<file path="src/rtl/seg_scan_capture.sv">
// Receive-side monitor for the multiplexed 4-digit seven-segment bus: recovers per-digit BCD values and frames.
// Optional macro SEGCAP_BLANK_DETECT_EN: the all-off pattern decodes to 4'hA instead of being an error.
module seg_scan_capture #(
   parameter int SETTLE_CYCLES = 4
) (
   input  logic        clk,
   input  logic        rst,
   input  logic [3:0]  anode_active,
   input  logic [6:0]  segments,
   input  logic        err_clr,
   output logic [15:0] digits,
   output logic [3:0]  digit_valid,
   output logic        frame_valid,
   output logic        seg_error,
   output logic [1:0]  error_digit
);

   typedef enum logic [1:0] {IDLE, SETTLE, HELD} state_t;

   localparam logic [7:0] CAP_CNT = 8'(SETTLE_CYCLES - 1);

   logic [3:0] r_anode, p_anode;
   logic [6:0] r_seg, p_seg;
   state_t     state_reg, state_next;
   logic [7:0] stable_cnt, stable_cnt_next;
   logic [1:0] expect_reg;
   logic       frame_err;
   logic       sel_valid;
   logic [1:0] sel_idx;
   logic       same;
   logic       capture;
   logic [3:0] dec_val;
   logic       dec_err;

   // Returns {error, value} for an active-low a..g pattern.
   function automatic logic [4:0] decode(input logic [6:0] s);
      case (s)
         7'b0000001: decode = 5'h00;
         7'b1001111: decode = 5'h01;
         7'b0010010: decode = 5'h02;
         7'b0000110: decode = 5'h03;
         7'b1001100: decode = 5'h04;
         7'b0100100: decode = 5'h05;
         7'b0100000: decode = 5'h06;
         7'b0001111: decode = 5'h07;
         7'b0000000: decode = 5'h08;
         7'b0000100: decode = 5'h09;
`ifdef SEGCAP_BLANK_DETECT_EN
         7'b1111111: decode = 5'h0A;
`else
         7'b1111111: decode = 5'h1F;
`endif
         default:    decode = 5'h1F;
      endcase
   endfunction

   always_ff @(posedge clk or posedge rst) begin
      if (rst) begin
         r_anode <= 4'hF;
         r_seg   <= 7'h7F;
         p_anode <= 4'hF;
         p_seg   <= 7'h7F;
      end else begin
         r_anode <= anode_active;
         r_seg   <= segments;
         p_anode <= r_anode;
         p_seg   <= r_seg;
      end
   end

   always_comb begin
      sel_valid = 1'b1;
      sel_idx   = 2'd0;
      case (r_anode)
         4'b0111: sel_idx = 2'd3;
         4'b1011: sel_idx = 2'd2;
         4'b1101: sel_idx = 2'd1;
         4'b1110: sel_idx = 2'd0;
         default: sel_valid = 1'b0;
      endcase
   end

   assign {dec_err, dec_val} = decode(r_seg);
   assign same = ({r_anode, r_seg} == {p_anode, p_seg});

   // Counter value after this edge decides capture, so the capture edge lands SETTLE_CYCLES after registration.
   always_comb begin
      state_next      = state_reg;
      stable_cnt_next = 8'd0;
      capture         = 1'b0;
      if (!sel_valid) begin
         state_next = IDLE;
      end else begin
         if (same) begin
            stable_cnt_next = (stable_cnt == 8'hFF) ? stable_cnt : stable_cnt + 8'd1;
         end
         if (state_reg == HELD && same) begin
            state_next = HELD;
         end else if (stable_cnt_next == CAP_CNT) begin
            capture    = 1'b1;
            state_next = HELD;
         end else begin
            state_next = SETTLE;
         end
      end
   end

   always_ff @(posedge clk or posedge rst) begin
      if (rst) begin
         state_reg  <= IDLE;
         stable_cnt <= 8'd0;
      end else begin
         state_reg  <= state_next;
         stable_cnt <= stable_cnt_next;
      end
   end

   genvar gi;
   generate
      for (gi = 0; gi < 4; gi++) begin : g_digit
         logic [3:0] nibble_reg;
         logic       valid_reg;
         always_ff @(posedge clk or posedge rst) begin
            if (rst) begin
               nibble_reg <= 4'h0;
               valid_reg  <= 1'b0;
            end else if (capture && sel_idx == 2'(gi)) begin
               nibble_reg <= dec_val;
               valid_reg  <= 1'b1;
            end
         end
         assign digits[gi*4 +: 4] = nibble_reg;
         assign digit_valid[gi]   = valid_reg;
      end
   endgenerate

   // frame_err starts set so no frame completes before a digit3 has been seen.
   always_ff @(posedge clk or posedge rst) begin
      if (rst) begin
         expect_reg  <= 2'd0;
         frame_err   <= 1'b1;
         frame_valid <= 1'b0;
         seg_error   <= 1'b0;
         error_digit <= 2'd0;
      end else begin
         frame_valid <= 1'b0;
         if (capture) begin
            if (sel_idx == 2'd3) begin
               expect_reg <= 2'd2;
               frame_err  <= dec_err;
            end else if (sel_idx == expect_reg) begin
               expect_reg <= sel_idx - 2'd1;
               frame_err  <= frame_err | dec_err;
            end else begin
               frame_err  <= 1'b1;
            end
            frame_valid <= (sel_idx == 2'd0) && (expect_reg == 2'd0) && !frame_err && !dec_err;
            if (dec_err) begin
               error_digit <= sel_idx;
            end
         end
         if (capture && dec_err) begin
            seg_error <= 1'b1;
         end else if (err_clr) begin
            seg_error <= 1'b0;
         end
      end
   end

endmodule

</file>
<file path="config.mk">
export PLATFORM = sky130hd
export DESIGN_NAME = seg_scan_capture
export DESIGN_NICKNAME = d
export VERILOG_FILES = /design/src/rtl/seg_scan_capture.sv
export SDC_FILE = /design/constraint.sdc
export NUM_CORES = 1
export LEC_CHECK = 0
export CORE_ASPECT_RATIO = 1.25
export CORE_UTILIZATION = 54
export DETAILED_ROUTE_END_ITERATION = 7
export GPL_ROUTABILITY_DRIVEN = 0
export PLACE_DENSITY = 0.79
export RECOVER_POWER = 50
export SYNTH_ARGS = -nofsm -noshare
export SYNTH_HDL_FRONTEND = slang
export SYNTH_SLANG_ARGS = --single-unit
</file>
<file path="constraint.sdc">
create_clock -name clk -period 2.65 [get_ports clk]
set_input_delay 0.265 -clock clk [delete_from_list [all_inputs] [get_ports clk]]
set_output_delay 0.265 -clock clk [all_outputs]
set_load 0.005 [all_outputs]
</file>
# Word-level counts from Yosys, hierarchy flattened
# Cells that the tools add are included.
word_totals:
  ff_bits: 59
  wordCells: 82
classes:
  n_addsub: 2
  n_eq_ne: 21
  muxes: 20
  n_bitwise: 1
  n_reduce_logical: 19
op_table:
  columns: ["op", "n"]
  rows:
  - ["one-hot mux 5 bit (10 select lines)", 1]
  - ["2-to-1 mux 8 bit", 4]
  - ["== test 7 x 3 -> 1 bit (second input constant)", 2]
  - ["== test 7 x 6 -> 1 bit (second input constant)", 2]
  - ["== test 7 bit (second input constant)", 2]
  - ["== test 4 bit (second input constant)", 3]
  - ["== test 11 bit", 1]
  - ["2-to-1 mux 2 bit", 5]
  - ["logical AND 1 bit", 9]
  - ["2-to-1 mux 1 bit", 9]
  - ["adder 8 x 1 -> 8 bit (second input constant)", 1]
  - ["== test 8 x 2 -> 1 bit (second input constant)", 1]
  - ["== test 8 bit (second input constant)", 1]
  - ["== test 7 x 1 -> 1 bit (second input constant)", 1]
  - ["== test 7 x 4 -> 1 bit (second input constant)", 1]
  - ["== test 7 x 5 -> 1 bit (second input constant)", 1]
  - ["zero test 7 bit", 1]
  - ["== test 2 bit (second input constant)", 3]
  - ["one-hot mux 2 bit (3 select lines)", 1]
  - ["== test 4 x 3 -> 1 bit (second input constant)", 1]
  - ["zero test 2 bit", 2]
  - ["AND reduction 2 bit", 2]
  - ["nonzero test 2 bit", 2]
  - ["OR reduction 4 bit", 1]
  - ["other kinds (5)", 6]

# Longest topological paths before layout
# Gate-level depths: netlist of run 1.
logic_depth:
  depth_word: 10
  depth_mapped: 8

# Least setup slack after synthesis of run 1
# Ideal clock, no wire load.
synth_path:
  path_kind: "reg-to-reg"
  start: "reg stable_cnt[0]"
  end: "reg expect_reg[0]"
  setup_time_ns: 0.125
  arrival_ns: 2.300
  required_time_ns: 2.525
  path_slack_ns: 0.225
  stages_incl_launch_ff: 8
  path_cell_list: "dfrtp_1 ha_1 or4b_1 nor3_1 o211ai_1 nor4_4 nor2b_1 mux2_2"
synth_via:
  elab_chain_len: 9
synth_rtl:
  columns: ["item", "line", "source"]
  rows:
  - ["from (decl)", "25", "logic [7:0] stable_cnt, stable_cnt_next;"]
  - ["from (signal assigned)", "114", "stable_cnt <= stable_cnt_next;"]
  - ["adder 8 x 1 -> 8 bit / == test 8 bit (equally long branches)", "95", "stable_cnt_next = (stable_cnt == 8'hFF) ? stable_cnt : stable_cnt + 8'd1;"]
  - ["2-to-1 mux 8 bit *", "95", null]
  - ["2-to-1 mux 8 bit *", "94", "if (same) begin"]
  - ["2-to-1 mux 8 bit *", "91", "if (!sel_valid) begin"]
  - ["== test 8 x 2 -> 1 bit *", "99", "end else if (stable_cnt_next == CAP_CNT) begin"]
  - ["2-to-1 mux 1 bit *", "99", null]
  - ["2-to-1 mux 1 bit *", "97", "if (state_reg == HELD && same) begin"]
  - ["2-to-1 mux 1 bit *", "91", null]
  - ["AND reduction 2 bit (no line) *", null, null]
  - ["to (signal assigned)", "152", "expect_reg <= sel_idx - 2'd1;"]
  - ["to (decl)", "26", "logic [1:0] expect_reg;"]
# Mark *: on every way between the ends. The rest lies on a longest branch, timed or not. The select of a mux whose other input is x is not followed.
# A chain may end at the register's enable or synchronous reset.

# Final worst setup path of run 1
# Ends and elaborated chain as after synthesis.

==> reports/qor.log, run 1 <==
[outcome] result of the run finished, final reports clean
[floorplanning] overall die area 5208 µm²
[min_path] startpoint of the lowest-slack hold path r_anode[0]$_DFF_PP1_
[sta] Slew @ Worst Pin 0.9957 ns
[sta] shortest clock period the worst path allows after layout 2.633 ns
[sta] final-report hold violation count 0
[worst_setup_path] CP Launch Type flop
[place] total placed instance area 3069 µm²
[cts] CTS buffer count 9
[sta] Peak Freq 0.3798 GHz
[sta] Post-Route Skew 0.01045 ns
[layout] share of cells above drive strength 1 23.27%
[power] P_leak 1.435 nW
[synth] top flip-flop cell by instance count after synthesis sky130_fd_sc_hd__dfrtp_1
[power] power density of the placed cells 527.6 nW/µm²
[layout] count of antenna diodes in the layout 0
[layout] final net count 290
[synth] post-synth net total 248
[sta] slew margin rel. 33.55%
[drt] number of iterations in the first detailed-routing pass 4
[floorplanning] die span in y 80.44 µm
[worst_setup_path] Setup crit end kind flop
[worst_setup_path] startpoint of the worst register-to-register path stable_cnt[0]$_DFF_PP0_
[drt] antenna violation net count after detailed routing 0
[global_routing] largest net degree at the start of global routing 32
[cts] clock-pin slew of the registers on the worst-case setup and hold paths 0.06 ns
[floorplanning] horizontal extent of the die 64.75 µm
[layout] share of the core filled with cells in the final layout 69.87%
[worst_setup_path] data arrival at the endpoint of the critical path 2.85 ns
[sta] endpoints failing setup 0
[cts] hold buffer count at CTS 0
[synth] post-synthesis area per instance 11.61 µm²
[drt] detailed-route wire length 4990 µm
[global_routing] first-pass GRT wire length 8390 µm
[global_routing] Global Route Usage Sum 21.94%
[global_routing] initial antenna violation count 0
[cts] CTS tree built
[drt] mean routed wirelength per cell 14.90 µm
[floorplanning] Boundary Pins 38
[global_routing] Remaining Overflow, GRT 0
[synth] instance count of the mapped netlist 229
[layout] Finished Cell Area 3304 µm²
[sta] final-report max-slew violation count 0
[synth] number of distinct library cell variants in the gate-level netlist after synthesis 45
[sta] Period Utilization, post-route 99.37%
[cts] Clock Latency Late Sink 0.33 ns
[worst_setup_path] CP required 2.87 ns
[layout] total area of multi-input combinational cells 1106 µm²
[place] HPWL reported at the end of detailed placement 3355 µm
[floorplanning] placeable core area 4730 µm²
[synth] number of flops mapped to enable cells by yosys 0
[cts] number of sinks handled by clock tree synthesis 59
[min_path] Worst Hold Class flop to flop
[worst_setup_path] Max Fanout on Critical Path 7
[drt] initial detailed-routing violation count 105
[power] worst voltage drop across the vdd grid 0.4231 mV
[layout] area of all sequential standard cells 1506 µm²
[global_routing] via count of the first global-routing pass 1843
[cts] Bufs on Longest Clock Path 2
[drt] drc violations 0
[synth] Post-Syn Area 2658 µm²
[synth] fraction of registers with async set or reset after synthesis 100.0%
[synth] yosys warns 0
[floorplanning] number of placement rows 28
[worst_setup_path] crit path kind flop to flop
[cts] depth of the CTS H-tree 3
[sta] unrepaired setup endpoints after global routing yes
[drt] via count 1850
[floorplanning] starting utilization of the core area 56.19%
[synth] synthesized flop and latch total 59
[cts] Root Buffer sky130_fd_sc_hd__clkbuf_8
[place] PortBufs 37
[worst_setup_path] beginning of the critical path stable_cnt[0]$_DFF_PP0_
[layout] max reg flops 16
[layout] synthesis-to-finish area growth 24.34%
[sta] worst hold slack 0.4473 ns
[synth] register area share after synthesis 56.64%
[layout] number of filler instances in the final layout 358
[job] maximum capacitance violations 0
[drt] DR vias/cell 5.522
## worst max-delay path: stages (launching register included)
cell                       delay [ns]
sky130_fd_sc_hd__dfrtp_2         0.45
sky130_fd_sc_hd__ha_4            0.28
sky130_fd_sc_hd__or4b_4          0.47
sky130_fd_sc_hd__nor3_4          0.22
sky130_fd_sc_hd__o211ai_1        0.19
sky130_fd_sc_hd__nor4_4          0.30
sky130_fd_sc_hd__buf_6           0.16
sky130_fd_sc_hd__nor2b_4         0.15
sky130_fd_sc_hd__mux2_4          0.30
## cells in the mapped netlist (4+ instances only)
| cell | count | area [µm²] |
|---|---|---|
| sky130_fd_sc_hd__buf_4 | 4 | 30.03 |
| sky130_fd_sc_hd__nand2_1 | 11 | 41.29 |
| sky130_fd_sc_hd__clkbuf_1 | 8 | 30.03 |
| sky130_fd_sc_hd__a21oi_1 | 8 | 40.04 |
| sky130_fd_sc_hd__inv_1 | 7 | 26.28 |
| sky130_fd_sc_hd__mux2_2 | 19 | 214.0 |
| sky130_fd_sc_hd__nand2b_1 | 7 | 43.79 |
| sky130_fd_sc_hd__nor2_1 | 16 | 60.06 |
| sky130_fd_sc_hd__xor2_1 | 15 | 131.4 |
| sky130_fd_sc_hd__nand3_1 | 6 | 30.03 |
| sky130_fd_sc_hd__o21ai_0 | 5 | 25.02 |
| sky130_fd_sc_hd__dfstp_2 | 23 | 604.3 |
| sky130_fd_sc_hd__nor2b_1 | 4 | 25.02 |
| sky130_fd_sc_hd__dfrtp_1 | 36 | 900.9 |
| sky130_fd_sc_hd__nor3_1 | 12 | 60.06 |
| sky130_fd_sc_hd__ha_1 | 5 | 62.56 |
| sky130_fd_sc_hd__nor4_1 | 5 | 31.28 |
## placed cells by master (no fill, tap or decap), types with 3 or more instances in the layout
cell,instances
sky130_fd_sc_hd__o21ai_0,5
sky130_fd_sc_hd__or2_2,3
sky130_fd_sc_hd__dfstp_2,14
sky130_fd_sc_hd__inv_1,7
sky130_fd_sc_hd__nor3_1,11
sky130_fd_sc_hd__ha_1,4
sky130_fd_sc_hd__dfrtp_1,35
sky130_fd_sc_hd__clkbuf_1,6
sky130_fd_sc_hd__dlygate4sd3_1,12
sky130_fd_sc_hd__nand2b_1,7
sky130_fd_sc_hd__nand3_1,6
sky130_fd_sc_hd__nor4_1,5
sky130_fd_sc_hd__a21oi_1,8
sky130_fd_sc_hd__a31oi_1,3
sky130_fd_sc_hd__mux2_2,18
sky130_fd_sc_hd__buf_4,4
sky130_fd_sc_hd__nor2b_1,3
sky130_fd_sc_hd__clkdlybuf4s50_1,25
sky130_fd_sc_hd__clkbuf_8,11
sky130_fd_sc_hd__nand2_1,7
sky130_fd_sc_hd__nand2_2,4
sky130_fd_sc_hd__nor2_1,16
sky130_fd_sc_hd__dfstp_1,9
sky130_fd_sc_hd__xor2_1,15
## routing by layer
metal / vias up / global-route usage (%) / share of wire (%)
met4: 0 / 12.44 / 0.64
met1: 935 / 25.52 / 42
met3: 2 / 5.114 / 3.4
met2: 42 / 36.77 / 54
li1: 871 / - / -
met5: - / 0 / 0
## power breakdown
group / switching, mW / internal (mW) / total [mW]
registers: 0.0228 / 0.931 / 0.954
logic: 0.0507 / 0.0390 / 0.0897
clock network: 0.313 / 0.387 / 0.700
## kinds of logic after synthesis
group                    share of synthesized area (%)
XOR/XNOR                                         5.603
AO/OA/AOI/OAI                                    5.885
multiplexers                                     8.804
AND/OR/NAND/NOR                                  17.14
buffers and inverters                            3.578
adder cells (fa/ha/maj)                          2.354
flip-flops                                       56.64
## final timing paths
check | to | slack (ns) | depth (start not counted)
worst max register to register | expect_reg[0]$_DFFE_PP0P_ | 0.02 | 8
min in group asynchronous | g_digit[3].nibble_reg[3]$_DFFE_PP0P_ | 0.63 | 2
worst max-delay path | expect_reg[0]$_DFFE_PP0P_ | 0.02 | 8
worst min register to register | p_anode[0]$_DFF_PP1_ | 0.45 | 0
worst min-delay path | p_anode[0]$_DFF_PP1_ | 0.45 | 0
max in group asynchronous | stable_cnt[0]$_DFF_PP0_ | 0.69 | 3
## cell type report
cell class / count / share of cell area (%)
timing repair buffer: 45 / 12.84
clock buffer: 15 / 5.036
multi-input combinational: 149 / 33.47
sequential: 59 / 45.59
tap: 60 / 2.272
inverter: 7 / 0.7952
## metrics by stage
| stage | setup TNS (ns) | std cells | total power, mW | setup slack, ns |
|---|---|---|---|---|
| detailed placement | 0 | 315 | 1.069 | 0.05460 |
| CTS | 0 | 330 | 1.777 | 0.02688 |
| global route | -0.4257 | 335 | 1.827 | -0.06449 |
| global placement | 0 | 315 | 1.066 | 0.09974 |
| floorplan | 0 | 229 | 1.026 | 0.2249 |
| finish | 0 | 335 | 1.744 | 0.01680 |
## timing repair
item / in CTS / in global routing
endpoints found under the setup margin: 0 / 21
resized for setup: 0 / 13
setup buffers: 0 / 5
Power figures use the tool's default switching activity.
==> run 2: changes to the inputs <==
--- a/config.mk
+++ b/config.mk
@@ -14,3 +14,4 @@
 export SYNTH_ARGS = -nofsm -noshare
 export SYNTH_HDL_FRONTEND = slang
 export SYNTH_SLANG_ARGS = --single-unit
+export TNS_END_PERCENT = 50
==> constraint.sdc (replaced) <==
create_clock -name clk -period 2.65 [get_ports clk]
set_input_delay 0.265 -clock clk [delete_from_list [all_inputs] [get_ports clk]]
set_output_delay 0.265 -clock clk [all_outputs]
set_load 0.1 [all_outputs]
==> reports/qor.log, run 2 (synthesis gave the netlist of run 1 again) <==
[global_routing] Global Route Usage Sum 21.05% [-0.89 points]
[sta] Period Utilization, post-route 96.78% [-2.6 points]
[power] power density of the placed cells 573.4 nW/µm² [+8.7%]
[drt] detailed-route wire length 4821 µm [-3.4%]
[worst_setup_path] Max Fanout on Critical Path 7 [unchanged]
[sta] final-report max-slew violation count 0 [unchanged]
[layout] commonest non-fill, non-tap cell in the layout sky130_fd_sc_hd__dfrtp_1
[floorplanning] Boundary Pins 38 [unchanged]
[worst_setup_path] data arrival at the endpoint of the critical path 2.78 ns [-0.07 ns]
[sta] final-report hold violation count 0 [unchanged]
[layout] max reg flops 16 [unchanged]
[cts] number of sinks handled by clock tree synthesis 59 [unchanged]
[worst_setup_path] total buffers and inverters traversed by the critical path 1 [unchanged]
[layout] commonest cells after routing, fill and taps aside sky130_fd_sc_hd__dfrtp_1 (35), sky130_fd_sc_hd__buf_4 (24), sky130_fd_sc_hd__mux2_2 (19)
[outcome] result of the run finished, final reports clean
[power] worst voltage drop across the vdd grid 0.4765 mV [+13%]
[layout] number of filler instances in the final layout 360 [+0.56%]
[global_routing] largest net degree at the start of global routing 60 [+88%]
[power] P_leak 1.480 nW [+3.2%]
[floorplanning] placeable core area 4730 µm² [unchanged]
[layout] final net count 286 [-1.4%]
[drt] antenna violation net count after detailed routing 0 [unchanged]
[global_routing] initial antenna violation count 0 [unchanged]
[drt] number of iterations in the first detailed-routing pass 4 [unchanged]
[layout] synthesis-to-finish area growth 21.14%
[sta] Peak Freq 0.3899 GHz [+2.7%]
[cts] CTS buffer count 9 [unchanged]
[floorplanning] number of placement rows 28 [unchanged]
[drt] initial detailed-routing violation count 133 [+27%]
[min_path] Worst Hold Class flop to flop
[worst_setup_path] Setup crit end kind flop
[worst_setup_path] worst-path cell with the longest stage delay sky130_fd_sc_hd__or4b_1
[place] PortBufs 37 [unchanged]
[cts] CTS tree built
[global_routing] via count of the first global-routing pass 1782 [-3.3%]
[floorplanning] overall die area 5208 µm² [unchanged]
[place] count of placed standard cells including taps 315 [unchanged]
[sta] unrepaired setup endpoints after global routing yes
[cts] Root Buffer sky130_fd_sc_hd__clkbuf_8
[sta] endpoints failing setup 0 [unchanged]
[worst_setup_path] slowest stage delay, CP 0.45 ns [-0.02 ns]
[worst_setup_path] CP required 2.86 ns [about the same]
[cts] Clock Latency Late Sink 0.33 ns [about the same]
[worst_setup_path] CP Launch Type flop
[global_routing] first-pass GRT wire length 8010 µm [-4.5%]
[drt] drc violations 0 [unchanged]
[floorplanning] starting utilization of the core area 56.19% [unchanged]
[layout] Layout Cells excl Fill 332 [-0.90%]
[layout] share of the core filled with cells in the final layout 68.07% [-1.8 points]
[layout] share of cells above drive strength 1 30.88% [+7.6 points]
[worst_setup_path] critical path's top delay family simple AND/OR/NAND/NOR gates
[sta] shortest clock period the worst path allows after layout 2.565 ns [-0.06855 ns]
[layout] count of antenna diodes in the layout 0 [unchanged]
[sta] Post-Route Skew 0.009133 ns [-0.001319 ns]
[place] HPWL reported at the end of detailed placement 3316 µm [-1.1%]
[cts] Bufs on Longest Clock Path 2 [unchanged]
[sta] Slew @ Worst Pin 1.376 ns [+0.3804 ns]
[job] maximum capacitance violations 0 [unchanged]
[drt] DR vias/cell 5.386 [-2.5%]
[global_routing] Remaining Overflow, GRT 0 [unchanged]
[cts] depth of the CTS H-tree 3 [unchanged]
[floorplanning] horizontal extent of the die 64.75 µm [unchanged]
[cts] clock-pin slew of the registers on the worst-case setup and hold paths 0.06 ns [about the same]
[drt] mean routed wirelength per cell 14.52 µm [-2.5%]
[drt] via count 1788 [-3.4%]
[sta] slew margin rel. 8.264% [-25 points]
[worst_setup_path] crit path kind flop to flop
[worst_setup_path] worst-path cell chain ha_1 -> or4b_1 -> nor3_2 -> o211ai_1 -> nor4_4 -> buf_6 -> nor2b_4 -> mux2_2
[floorplanning] die span in y 80.44 µm [unchanged]
==> run 2: repair_timing <==
action | in CTS | in global routing
endpoints found under the setup margin | 0 | 18
hold buffers | 0 | 0
gates resized for setup | 0 | 9
endpoints found under the hold margin | 0 | 0
buffers inserted | 0 | 1
==> run 2: final cells by class <==
type | count | area (µm²) | share of cell area [%]
multi-input cells | 149 | 1080 | 33.54
inverters | 7 | 26.28 | 0.8162
clock inverters | 2 | 35.03 | 1.088
flip-flops and latches | 59 | 1506 | 46.79
clock buffers | 14 | 162.7 | 5.052
well taps | 60 | 75.07 | 2.332
repair buffers | 41 | 334.1 | 10.38
==> run 2: worst paths after layout <==
kind	from	to	slack, ns	cells after the start
max	stable_cnt[0]$_DFF_PP0_	expect_reg[0]$_DFFE_PP0P_	0.09	8
min	r_anode[0]$_DFF_PP1_	p_anode[0]$_DFF_PP1_	0.44	0
max reg2reg	stable_cnt[0]$_DFF_PP0_	expect_reg[0]$_DFFE_PP0P_	0.09	8
min reg2reg	r_anode[0]$_DFF_PP1_	p_anode[0]$_DFF_PP1_	0.44	0
max in group asynchronous	rst	stable_cnt[0]$_DFF_PP0_	0.88	3
min in group asynchronous	rst	g_digit[1].nibble_reg[2]$_DFFE_PP0P_	0.84	3
==> run 2: routing by layer <==
| layer | wire length (µm) | track usage [%] | vias up |
|---|---|---|---|
| li1 | - | - | 868 |
| met1 | 2074 | 25.21 | 874 |
| met2 | 2496 | 33.33 | 39 |
| met3 | 169 | 6.676 | 7 |
| met4 | 80 | 11.56 | 0 |
| met5 | 0 | 0 | - |
==> run 2: stage by stage <==
step | power, mW | setup TNS [ns] | setup slack, ns | cell area (µm²) | hold slack (ns)
CTS | 1.879 | 0 | 0.01019 | 3194 | 0.3265
global placement | 1.064 | 0 | 0.1143 | 2997 | 0.3975
floorplan | 1.026 | 0 | 0.2249 | 2658 | 0.2695
global route | 1.920 | -0.06220 | -0.05575 | 3219 | 0.4566
detailed placement | 1.067 | 0 | 0.05705 | 2997 | 0.3973
finish | 1.846 | 0 | 0.08535 | 3219 | 0.4415
==> run 2: report_power, final <==
part           internal (mW)  switching, mW
clock network          0.485          0.316
registers              0.931         0.0228
logic                 0.0390         0.0516
total                   1.46          0.391
